## config.mk

```make
export PLATFORM = sky130hd
export DESIGN_NAME = fetch_unit
export DESIGN_NICKNAME = d
export VERILOG_FILES = /design/src/rtl/fetch_unit.sv
export SDC_FILE = /design/constraint.sdc
export NUM_CORES = 1
export LEC_CHECK = 0
export ABC_AREA = 1
export CAP_MARGIN = 15
export CORE_ASPECT_RATIO = 1.4
export CORE_MARGIN = 1
export CORE_UTILIZATION = 47
export DETAILED_ROUTE_END_ITERATION = 10
export PLACE_DENSITY = 0.84
export SLEW_MARGIN = 20
export SYNTH_ARGS = -nofsm -noshare
export SYNTH_HDL_FRONTEND = slang
export SYNTH_SLANG_ARGS = --single-unit
```

## constraint.sdc

```tcl
create_clock -name clk -period 4.1 [get_ports clk]
set_clock_uncertainty 0.2 [all_clocks]
set_input_delay 0.41 -clock clk [delete_from_list [all_inputs] [get_ports clk]]
set_output_delay 0.41 -clock clk [all_outputs]
set_load 0.1 [all_outputs]
```

## src/rtl/fetch_unit.sv

```systemverilog
// Instruction fetch stage: PC, imem request/ready handshake, stall hold, redirect and in-flight discard.
// Outputs are combinational from pc/state/hold_instr/discard_addr; zero-wait imem sustains 1 instr/cycle.
module fetch_unit #(
  parameter logic [15:0] RESET_PC = 16'h0000,
  parameter logic [15:0] PC_STEP  = 16'd1,
  parameter logic [15:0] NOP      = 16'hE800
) (
  input  logic        clk,
  input  logic        rst,
  input  logic        stall_i,
  input  logic        redirect_i,
  input  logic [15:0] redirect_pc_i,
  output logic        imem_req_o,
  output logic [15:0] imem_addr_o,
  input  logic [15:0] imem_rdata_i,
  input  logic        imem_ready_i,
  output logic [15:0] instr_o,
  output logic [15:0] next_pc_o,
  output logic        instr_valid_o,
  output logic [15:0] pc_o
);

  typedef enum logic [1:0] {FETCH, HOLD, DISCARD} state_t;

  state_t      state, state_nxt;
  logic [15:0] pc, pc_nxt;
  logic [15:0] hold_instr, hold_nxt;
  logic [15:0] discard_addr, discard_nxt;
  logic [15:0] pc_inc;

  assign pc_inc = pc + PC_STEP;
  assign pc_o   = pc;

  always_ff @(posedge clk or posedge rst) begin
    if (rst) begin
      state        <= FETCH;
      pc           <= RESET_PC;
      hold_instr   <= NOP;
      discard_addr <= RESET_PC;
    end else begin
      state        <= state_nxt;
      pc           <= pc_nxt;
      hold_instr   <= hold_nxt;
      discard_addr <= discard_nxt;
    end
  end

  always_comb begin
    state_nxt     = state;
    pc_nxt        = pc;
    hold_nxt      = hold_instr;
    discard_nxt   = discard_addr;
    imem_req_o    = 1'b0;
    imem_addr_o   = pc;
    instr_o       = NOP;
    instr_valid_o = 1'b0;
    next_pc_o     = pc;

    case (state)
      FETCH: begin
        imem_req_o = 1'b1;
        if (redirect_i) begin
          pc_nxt = redirect_pc_i;
          // The unanswered request must still be drained before refetching.
          if (!imem_ready_i) begin
            discard_nxt = pc;
            state_nxt   = DISCARD;
          end
        end else if (imem_ready_i) begin
          instr_o       = imem_rdata_i;
          instr_valid_o = 1'b1;
          next_pc_o     = pc_inc;
          if (stall_i) begin
            hold_nxt  = imem_rdata_i;
            state_nxt = HOLD;
          end else begin
            pc_nxt = pc_inc;
          end
        end
      end

      HOLD: begin
        if (redirect_i) begin
          pc_nxt    = redirect_pc_i;
          state_nxt = FETCH;
        end else begin
          instr_o       = hold_instr;
          instr_valid_o = 1'b1;
          next_pc_o     = pc_inc;
          if (!stall_i) begin
            pc_nxt    = pc_inc;
            state_nxt = FETCH;
          end
        end
      end

      DISCARD: begin
        imem_req_o  = 1'b1;
        imem_addr_o = discard_addr;
        if (redirect_i) pc_nxt = redirect_pc_i;
        if (imem_ready_i) state_nxt = FETCH;
      end

      default: state_nxt = FETCH;
    endcase

    // Reset abandons any outstanding request immediately.
    if (rst) begin
      imem_req_o    = 1'b0;
      instr_o       = NOP;
      instr_valid_o = 1'b0;
      next_pc_o     = RESET_PC;
    end
  end

endmodule

```

# Word-level counts from Yosys, hierarchy flattened
# Index checks and enable logic that the tools add are counted.
# word_totals
reg_bits	50
input_bits	37
output_inout_bits	66
elab_cells	54
# classes
add_sub_neg	1
eq_ne	8
n_mux	32
bitwise	2
n_reduce_logical	7
# op_table
cell	n
16-bit two-way mux	14
16-bit case mux with 2 select lines	2
16-bit case mux with 3 select lines	1
16-bit by 1-bit adder with 16-bit output, second input constant	1
2-bit two-way mux	7
3-bit inequality test, second input constant	4
1-bit two-way mux	6
2-bit case mux with 3 select lines	1
3-bit AND reduction	2
5-bit AND reduction	1
2-bit inequality test, second input constant	2
4-bit AND reduction	1
3-bit nonzero test	1
2-bit by 1-bit == test with 1-bit output, second input constant	1
2-bit == test, second input constant	1
2-bit zero test	1
1-bit inverter	2
1-bit case mux with 2 select lines	1
2-bit OR reduction	1

# Depth between registers and ports, before layout
# Gate-level depths: netlist of the first run.
# logic_depth
ltp_word	5
mapped_depth	10
ltp_nobuf	9

# Worst setup path before layout of the first run
# Ideal clock, no wire load.
# synth_path
path_type	input-to-output
startpoint	in rst
endpoint	out next_pc_o[12]
t_arrival_ns	4.040
slack_ns	-0.550
stages	5
n_path_buf	2
path_cell_list	buf_2 > clkinv_1 > clkbuf_1 > o21ai_1 > a21oi_1
# synth_via
elab_chain_cells	1
# synth_rtl
element	line_no	rtl
from (decl)	9	input logic rst,
16-bit two-way mux	108	if (rst) begin
to (decl)	18	output logic [15:0] next_pc_o,
# Every way passes these cells.

# Worst setup path in the final report of the first run
# layout_path
startpoint	reg state[0]
endpoint	out imem_addr_o[1]
# layout_via
elab_chain_cells	2
# layout_rtl
element	line_no	rtl
from (decl)	25	state_t state, state_nxt;
from (signal assigned)	41	state <= state_nxt;
2-bit == test	59	case (state)
16-bit two-way mux	59	
to (decl)	14	output logic [15:0] imem_addr_o,
# Every way passes these cells.

==> out/metrics.yaml, run 1 <==
run_status:
  status: "finished, final reports clean"
setup_path:
  crit_required_ns: 3.49
  path_class: "flop to output port"
  cp.arrival_ns: 2.63
  cp-end-kind: "output port"
  critPathLaunchType: "flop"
  r2r_slack_ns: 1.87
  crit_fanout: 32
logic_synthesis:
  yosysUniqueCellTypes: 30
  yosys_warnings: 0
  synth-edff-count: 0
  yosysSeqAreaShare_pct: 39.3
  synth_area_per_cell_sq_um: 6.83
  syn_inst: 468
  syn-num-nets: 506
  ys_ff_latch: 50
  async_flop_share_pct: 100
  synthFlopType: "dfrtp_1"
  syn_area_sq_um: 3190
clock_tree:
  cts.path.max_buffers: 2
  path_clk_slew_ns: 0.09
  hold_buffers: 0
  ctsResizeCount: 0
  root_buffer: "clkbuf_8"
  numCtsBuffers: 5
  cts_max_level: 2
  postCtsSetupBuffers: 0
  clock_sinks: 50
  clk_latency_ns: 0.30
  cts_tree: "yes"
pwr:
  p_per_area_nw_per_um2: 786
  leakagePower_nw: 2.05
  ir_worst_vdd_mv: 0.365
finish:
  final_common_cell: "nand2_1"
  stdcell_count: 633
  layout_common_cells: "nand2_1, clkdlybuf4s50_1, nor2_1"
  area_growth_pct: 31.1
  final_core_util_pct: 63.7
  antenna_cells: 0
  final_nets: 596
  drive_gt1_share_pct: 15.4
die:
  die_area_sq_um: 7130
  initial_utilization_pct: 48.6
  die_h_microns: 99.5
  die_w_microns: 71.7
  pin_count: 103
  rows: 35
  core_area_sq_um: 6570
detailed_routing:
  vias_per_cell: 5.36
  first_pass_iters: 6
  drtAntennaViolNets: 0
  via_count: 3396
  wl_microns: 8830
  drc: 0
  wl_per_cell_microns: 14.0
  drtIter0Drc: 268
sta:
  finalCritPeriodShare_pct: 79.0
  fin_setup_tns_ns: 0
  clock.fmax_mhz: 309
  setup_viol: 0
  worst_slew_pin_slew_ns: 1.01
  slew_violations: 0
  relSlewSlack_pct: 32.6
  hold_violations: 0
  rsz0062_at_grt: "false"
  fin_hold_ws_ns: 0.268
  min_period_ns: 3.24
placed_design:
  hpwl_microns: 6600
  dp_cells: 625
  routabilityCongestion: 0.889
  io_buffers: 102
min_path:
  min_path_type: "flop to flop"
global_routing:
  grt.total_usage_pct: 25.7
  overflow: 0
  grt_max_degree: 36
  first_global_vias: 3267
  antenna_found_initial: 0
  grt_pass1_wl_microns: 14700
job:
  drv_cap: 0
==> logic make-up after synthesis <==
| logic type | after synthesis | synth area share, % |
|---|---|---|
| and+or+nand+nor | 269 | 35.4 |
| AOI/OAI and AO/OA | 82 | 14.5 |
| DFF | 50 | 39.3 |
| adders and majority gates | 1 | 0.392 |
| xor gates and xnor gates | 7 | 1.92 |
| buffers and inverters | 59 | 8.54 |
==> cells in the mapped netlist, drive strengths merged, types with 2 or more instances <==
library cell | count | area share, %
a22oi | 12 | 2.8
a21oi | 15 | 2.5
nor2 | 63 | 8.9
dfrtp | 46 | 36
nand3 | 37 | 5.8
xor2 | 6 | 1.6
nand4 | 4 | 0.78
buf | 15 | 3.3
o21ai | 45 | 7.1
nand2 | 163 | 20
or2 | 2 | 0.39
inv | 34 | 4.1
clkbuf | 9 | 1.1
dfstp | 4 | 3.3
o211ai | 4 | 0.94
o22ai | 6 | 1.2
==> metrics by stage <==
stage          power, W  setup slack, ns  area, sq um
5_1_grt         0.00345            0.658         4190
4_1_cts         0.00329            0.854         4190
6_report        0.00329            0.861         4190
3_5_place_dp    0.00299            0.938         4100
2_1_floorplan   0.00253            0.102         3200
3_3_place_gp    0.00297            0.995         4100
==> cell type report <==
| cell class | instances | area (sq um) |
|---|---|---|
| multi-input combinational | 359 | 1670 |
| timing repair buffer | 107 | 948 |
| inverter | 35 | 134 |
| tap | 74 | 92.6 |
| clock buffer | 8 | 90.1 |
| sequential | 50 | 1260 |
| fill | 610 | 2380 |
==> path summary, 6_finish.rpt <==
path | to | start | depth (start not counted)
setup reg to reg | discard_addr[0] | state[0] | 3
hold / removal | hold_instr[11] | hold_instr[11] | 2
setup / recovery | imem_addr_o[1] | state[0] | 4
min in group asynchronous | pc_o[4] | rst | 3
hold reg to reg | hold_instr[11] | hold_instr[11] | 2
max in group asynchronous | hold_instr[11] | rst | 4
==> worst max-delay path: stages, from the launching register on <==
cell and delay [ns]:
dfrtp_1 0.45, nor2_4 0.51, nand2_1 0.10, o21ai_0 0.11, clkdlybuf4s50_1 1.16
==> power by group <==
| group | internal, W | switching, W |
|---|---|---|
| registers | 0.000660 | 0.000180 |
| clock network | 0.000138 | 0.000160 |
| logic | 0.000463 | 0.00169 |
==> registers in the layout, indices dropped and copies added, names as in the netlist <==
name / flops
hold_instr: 16
discard_addr: 16
state: 2
pc_o: 16
==> layer usage <==
layer,vias to the layer above,track usage (%),routed length [microns]
met5,-,0,0
met4,0,10.1,291
met3,30,5.37,581
met2,128,44.6,4360
met1,1549,30.7,3600
li1,1689,-,-
No activity file was read; power rests on OpenSTA's default activity.
==> run 2, diff against run 1 <==
Clock period 4.1 ns to 3.1 ns, I/O delays scaled along.
==> run 2 against run 1 <==
Effect of this change: first-iteration DRC count down 25%; wire length is 4.9% higher; die area is the same; count of clock-buffer cells in the layout fell by 2; critical path depth rose by 5; worst setup slack lost 0.51 ns; core utilization grew 7.8 points; non-clock buffer count up 4; sequential cell count unchanged; final area is 12% higher; combinational power rose by 44%; critical path type is now input port to output port; largest power group unchanged; highest routed layer unchanged.
==> out/metrics.yaml, run 2 (same netlist as run 1, synthesis figures left out) <==
run_status:
  status: "finished, final reports clean"
job:
  drv_cap: 0
clock_tree:
  postCtsSetupBuffers: 0
  ctsResizeCount: 0
  numCtsBuffers: 5
  hold_buffers: 0
  path_clk_slew_ns: 0.09
  clock_sinks: 50
  root_buffer: "clkbuf_8"
  cts_max_level: 2
  clk_latency_ns: 0.32
  cts_tree: "yes"
  cts.path.max_buffers: 2
finish:
  final_core_util_pct: 71.5
  drive_gt1_share_pct: 22.6
  area_growth_pct: 47.0
  stdcell_count: 637
  final_common_cell: "nand2_1"
  layout_common_cells: "nand2_1, nor2_1, dfrtp_1"
  final_nets: 600
  antenna_cells: 0
placed_design:
  hpwl_microns: 7050
  dp_cells: 629
  routabilityCongestion: 0.964
  io_buffers: 102
global_routing:
  overflow: 0
  grt_pass1_wl_microns: 15100
  grt_max_degree: 33
  grt.total_usage_pct: 26.7
  first_global_vias: 3277
  antenna_found_initial: 0
setup_path:
  cp.arrival_ns: 2.24
  crit_required_ns: 2.59
  crit_fanout: 14
  path_class: "input port to output port"
  cp-end-kind: "output port"
  critPathLaunchType: "input port"
sta:
  slew_violations: 0
  hold_violations: 0
  clock.fmax_mhz: 364
  worst_slew_pin_slew_ns: 0.688
  finalCritPeriodShare_pct: 88.6
  relSlewSlack_pct: 54.0
  rsz0062_at_grt: "false"
  setup_viol: 0
  min_period_ns: 2.75
detailed_routing:
  wl_microns: 9260
  drtIter0Drc: 200
  vias_per_cell: 5.38
  drc: 0
  via_count: 3428
  first_pass_iters: 5
  drtAntennaViolNets: 0
  wl_per_cell_microns: 14.5
die:
  pin_count: 103
  initial_utilization_pct: 48.6
  rows: 35
  die_h_microns: 99.5
  die_area_sq_um: 7130
  core_area_sq_um: 6570
  die_w_microns: 71.7
min_path:
  min_path_type: "input port to asynchronous set/reset pin"
pwr:
  power_w: 0.00470
  ir_worst_vdd_mv: 0.736
  leakagePower_nw: 2.25
  p_per_area_nw_per_um2: 1000
## run 2: changes by cell type in the layout (fill, tap and decap cells not counted), moves of 6 or more
cell,previous run,this run
o21ai_1,6,19
a21oi_4,0,6
buf_12,0,33
o21ai_0,39,24
a21oi_1,14,5
clkdlybuf4s50_1,58,36
buf_4,49,42
## run 2: stage by stage
| step | hold WS (ns) | setup TNS, ns | worst slack, ns | area (sq um) |
|---|---|---|---|---|
| floorplan | 0.218 | -1.41 | -0.711 | 3290 |
| CTS | 0.234 | 0 | 0.377 | 4700 |
| global placement | 0.251 | 0 | 0.445 | 4580 |
| detailed placement | 0.254 | 0 | 0.380 | 4580 |
| global route | 0.268 | 0 | 0.239 | 4700 |
| finish | 0.222 | 0 | 0.354 | 4700 |
## run 2: worst paths after layout
check | startpoint | to | slack (ns) | depth (start not counted)
max | imem_ready_i | next_pc_o[12] | 0.35 | 9
min | rst | pc_o[13] | 0.22 | 2
max reg2reg | state[1] | pc_o[13] | 0.97 | 9
min reg2reg | hold_instr[11] | hold_instr[11] | 0.27 | 2
max in group asynchronous | rst | hold_instr[15] | 1.75 | 3
min in group clk | hold_instr[11] | hold_instr[11] | 0.27 | 2
## run 2: routing by layer
layer  track usage (%)  routed length [microns]
met5                 0                        0
met3              5.07                      650
met2              46.4                     4690
met4              15.8                      432
met1              29.9                     3490
## run 2: final cells by class
cell class	instances	area, sq um
inverter	35	134
tap	74	92.6
fill	487	1870
clock buffer	6	82.6
clock inverter	2	38.8
multi-input combinational	359	1760
timing repair buffer	111	1340
sequential	50	1260
## run 2: worst max-delay path, stage by stage
cell and delay, ns:
clkdlybuf4s50_1 0.48, inv_1 0.07, nor2_1 0.18, nand2_2 0.14, nand2_2 0.28, buf_4 0.21
o21ai_1 0.07, a21oi_1 0.27, buf_12 0.22
## run 2: power breakdown
part | switching (W) | internal [W] | leakage (nW)
Combinational | 0.00234 | 0.000748 | 1.58
Clock | 0.000237 | 0.000266 | 0.0618
Sequential | 0.000238 | 0.000872 | 0.606
Total | 0.00281 | 0.00189 | 2.25
==> run 3, diff against run 2 <==
--- a/config.mk
+++ b/config.mk
@@ -9,7 +9,10 @@
 export CAP_MARGIN = 15
+export CELL_PAD_IN_SITES_DETAIL_PLACEMENT = 0
+export CELL_PAD_IN_SITES_GLOBAL_PLACEMENT = 1
 export CORE_ASPECT_RATIO = 1.4
 export CORE_MARGIN = 1
-export CORE_UTILIZATION = 47
+export CORE_UTILIZATION = 32
+export CTS_BUF_LIST = sky130_fd_sc_hd__clkbuf_8 sky130_fd_sc_hd__clkbuf_16
 export DETAILED_ROUTE_END_ITERATION = 10
-export PLACE_DENSITY = 0.84
+export PLACE_DENSITY = 0.83
 export SLEW_MARGIN = 20
==> constraint.sdc (replaced) <==
create_clock -name clk -period 3.1 [get_ports clk]
set_clock_uncertainty 0.2 [all_clocks]
set_input_delay 0.62 -clock clk [delete_from_list [all_inputs] [get_ports clk]]
set_output_delay 0.62 -clock clk [all_outputs]
set_load 0.1 [all_outputs]
==> run 3 against run 2 <==
Effect of this change: sequential power hardly changed; final area is 13% higher; cell count is 11% higher; hold slack better by 0.043 ns; core utilization is 16 points lower; critical path type unchanged; critical endpoint is now next_pc_o[5]; largest power group unchanged; highest routed layer unchanged.
==> out/metrics.yaml, run 3 (same netlist as run 1, synthesis figures left out) <==
setup_path:
  cp-end-kind: "output port"
  crit_buf_inv: 3
  worstRegToRegCells: 8
  critical-path-top-delay-family: "buffers and inverters"
  max_stage_delay_ns: 0.47
  crit_fanout: 8
  crit_required_ns: 2.28
  r2r_slack_ns: 1.18
  slowest_stage: "clkdlybuf4s50_1"
  cp_cell_sequence: "clkdlybuf4s50_1, nor2_2, nand2_2, nand2_4, buf_4, o21ai_0, a21oi_2, buf_12"
  path_class: "input port to output port"
  critPathLaunchType: "input port"
  r2r-end: "hold_instr[1]"
  r2r_start: "state[0]"
  cp.arrival_ns: 2.16
sta:
  relSlewSlack_pct: 74.3
  slew_violations: 0
  min_period_ns: 2.98
  rsz0062_at_grt: "false"
  worst_slack_ns: 0.121
  finalCritPeriodShare_pct: 96.1
  worst_slew_pin_slew_ns: 0.382
  setup_viol: 0
  hold_violations: 0
  clock.fmax_mhz: 336
  fin_hold_ws_ns: 0.265
finish:
  area_growth_pct: 65.9
  drive_gt1_share_pct: 30.3
  final_common_cell: "nand2_1"
  stdcell_count: 710
  final_area_sq_um: 5300
  antenna_cells: 0
  final_nets: 615
  final_core_util_pct: 55.4
  layout_common_cells: "nand2_1, buf_12, dfrtp_1"
clock_tree:
  clock_sinks: 50
  cts.path.max_buffers: 2
  hold_buffers: 0
  root_buffer: "clkbuf_16"
  clk_latency_ns: 0.29
  cts_tree: "yes"
  numCtsBuffers: 5
  path_clk_slew_ns: 0.07
  cts_max_level: 2
global_routing:
  first_global_vias: 3430
  grt_max_degree: 46
  antenna_found_initial: 0
  overflow: 0
  grt.total_usage_pct: 20.0
  grt_pass1_wl_microns: 16400
pwr:
  ir_worst_vdd_mv: 0.346
  leakagePower_nw: 2.43
  p_per_area_nw_per_um2: 976
placed_design:
  pre_cts_slack_ns: -0.0220
  io_buffers: 102
  placed_cell_area_sq_um: 5030
  dp_cells: 698
  routabilityCongestion: 0.847
  hpwl_microns: 7590
die:
  rows: 42
  pin_count: 103
  die_w_microns: 86.4
  die_area_sq_um: 10400
  initial_utilization_pct: 33.4
  core_area_sq_um: 9560
  die_h_microns: 120
detailed_routing:
  first_pass_iters: 4
  via_count: 3443
  vias_per_cell: 4.85
  drtAntennaViolNets: 0
  wl_microns: 10100
  wl_per_cell_microns: 14.2
  drtIter0Drc: 204
  drc: 0
min_path:
  min_path_cells: 2
  min_path_type: "flop to flop"
  hold-path-endpoint: "hold_instr[14]"
  hold_start: "hold_instr[14]"
run_status:
  status: "finished, final reports clean"
job:
  drv_cap: 0
[run 3: tightest hold or removal path: cells and delay by family, from the launching register on]
family           cells  cell delay, ns
AND/OR/NAND/NOR      2            0.09
flip-flops           1            0.37
[run 3: metrics by stage]
stage | power, W | setup TNS [ns]
2_1_floorplan | 0.00345 | -1.24
3_3_place_gp | 0.00450 | -0.0175
3_5_place_dp | 0.00453 | -0.0641
4_1_cts | 0.00518 | 0
5_1_grt | 0.00541 | 0
6_report | 0.00517 | 0
[run 3: what timing repair did]
action	4_1_cts	5_1_grt
buffers inserted	0	2
pin swaps	0	4
gates cloned	0	2
setup endpoints to repair	7	15
resized for setup	2	9
[run 3: layout make-up]
class                   instances  area (sq um)
fillers                       891          4270
multi-input cells             359          1830
repair buffers                126          1730
flip-flops and latches         50          1270
well taps                     132           165
inverters                      35           143
clock buffers                   5           125
clock inverters                 3          43.8
[run 3: per-layer routing]
metal	GRT usage [%]	vias up	part of all wire (%)
li1	-	1729	-
met1	22.7	1580	39
met2	35.6	120	52
met3	4.91	14	6.7
met4	7.71	0	2.5
met5	0	-	0
[run 3: worst max-delay path by stage]
stage            startpoint  slack, ns  cells past startpoint        endpoint
6_report         redirect_i       0.12                      8    next_pc_o[5]
5_1_grt          redirect_i       0.04                      9    next_pc_o[7]
4_1_cts        imem_ready_i       0.04                     10      instr_o[0]
3_5_place_dp   imem_ready_i      -0.02                      9    next_pc_o[5]
3_3_place_gp   imem_ready_i      -0.02                      9    next_pc_o[3]
2_1_floorplan      state[0]      -0.47                      3  imem_addr_o[4]
[run 3: where the power goes]
group | total (W) | switching (W) | internal [W]
registers | 0.00113 | 0.000245 | 0.000882
logic | 0.00341 | 0.00241 | 0.00100
clock network | 0.000638 | 0.000255 | 0.000383
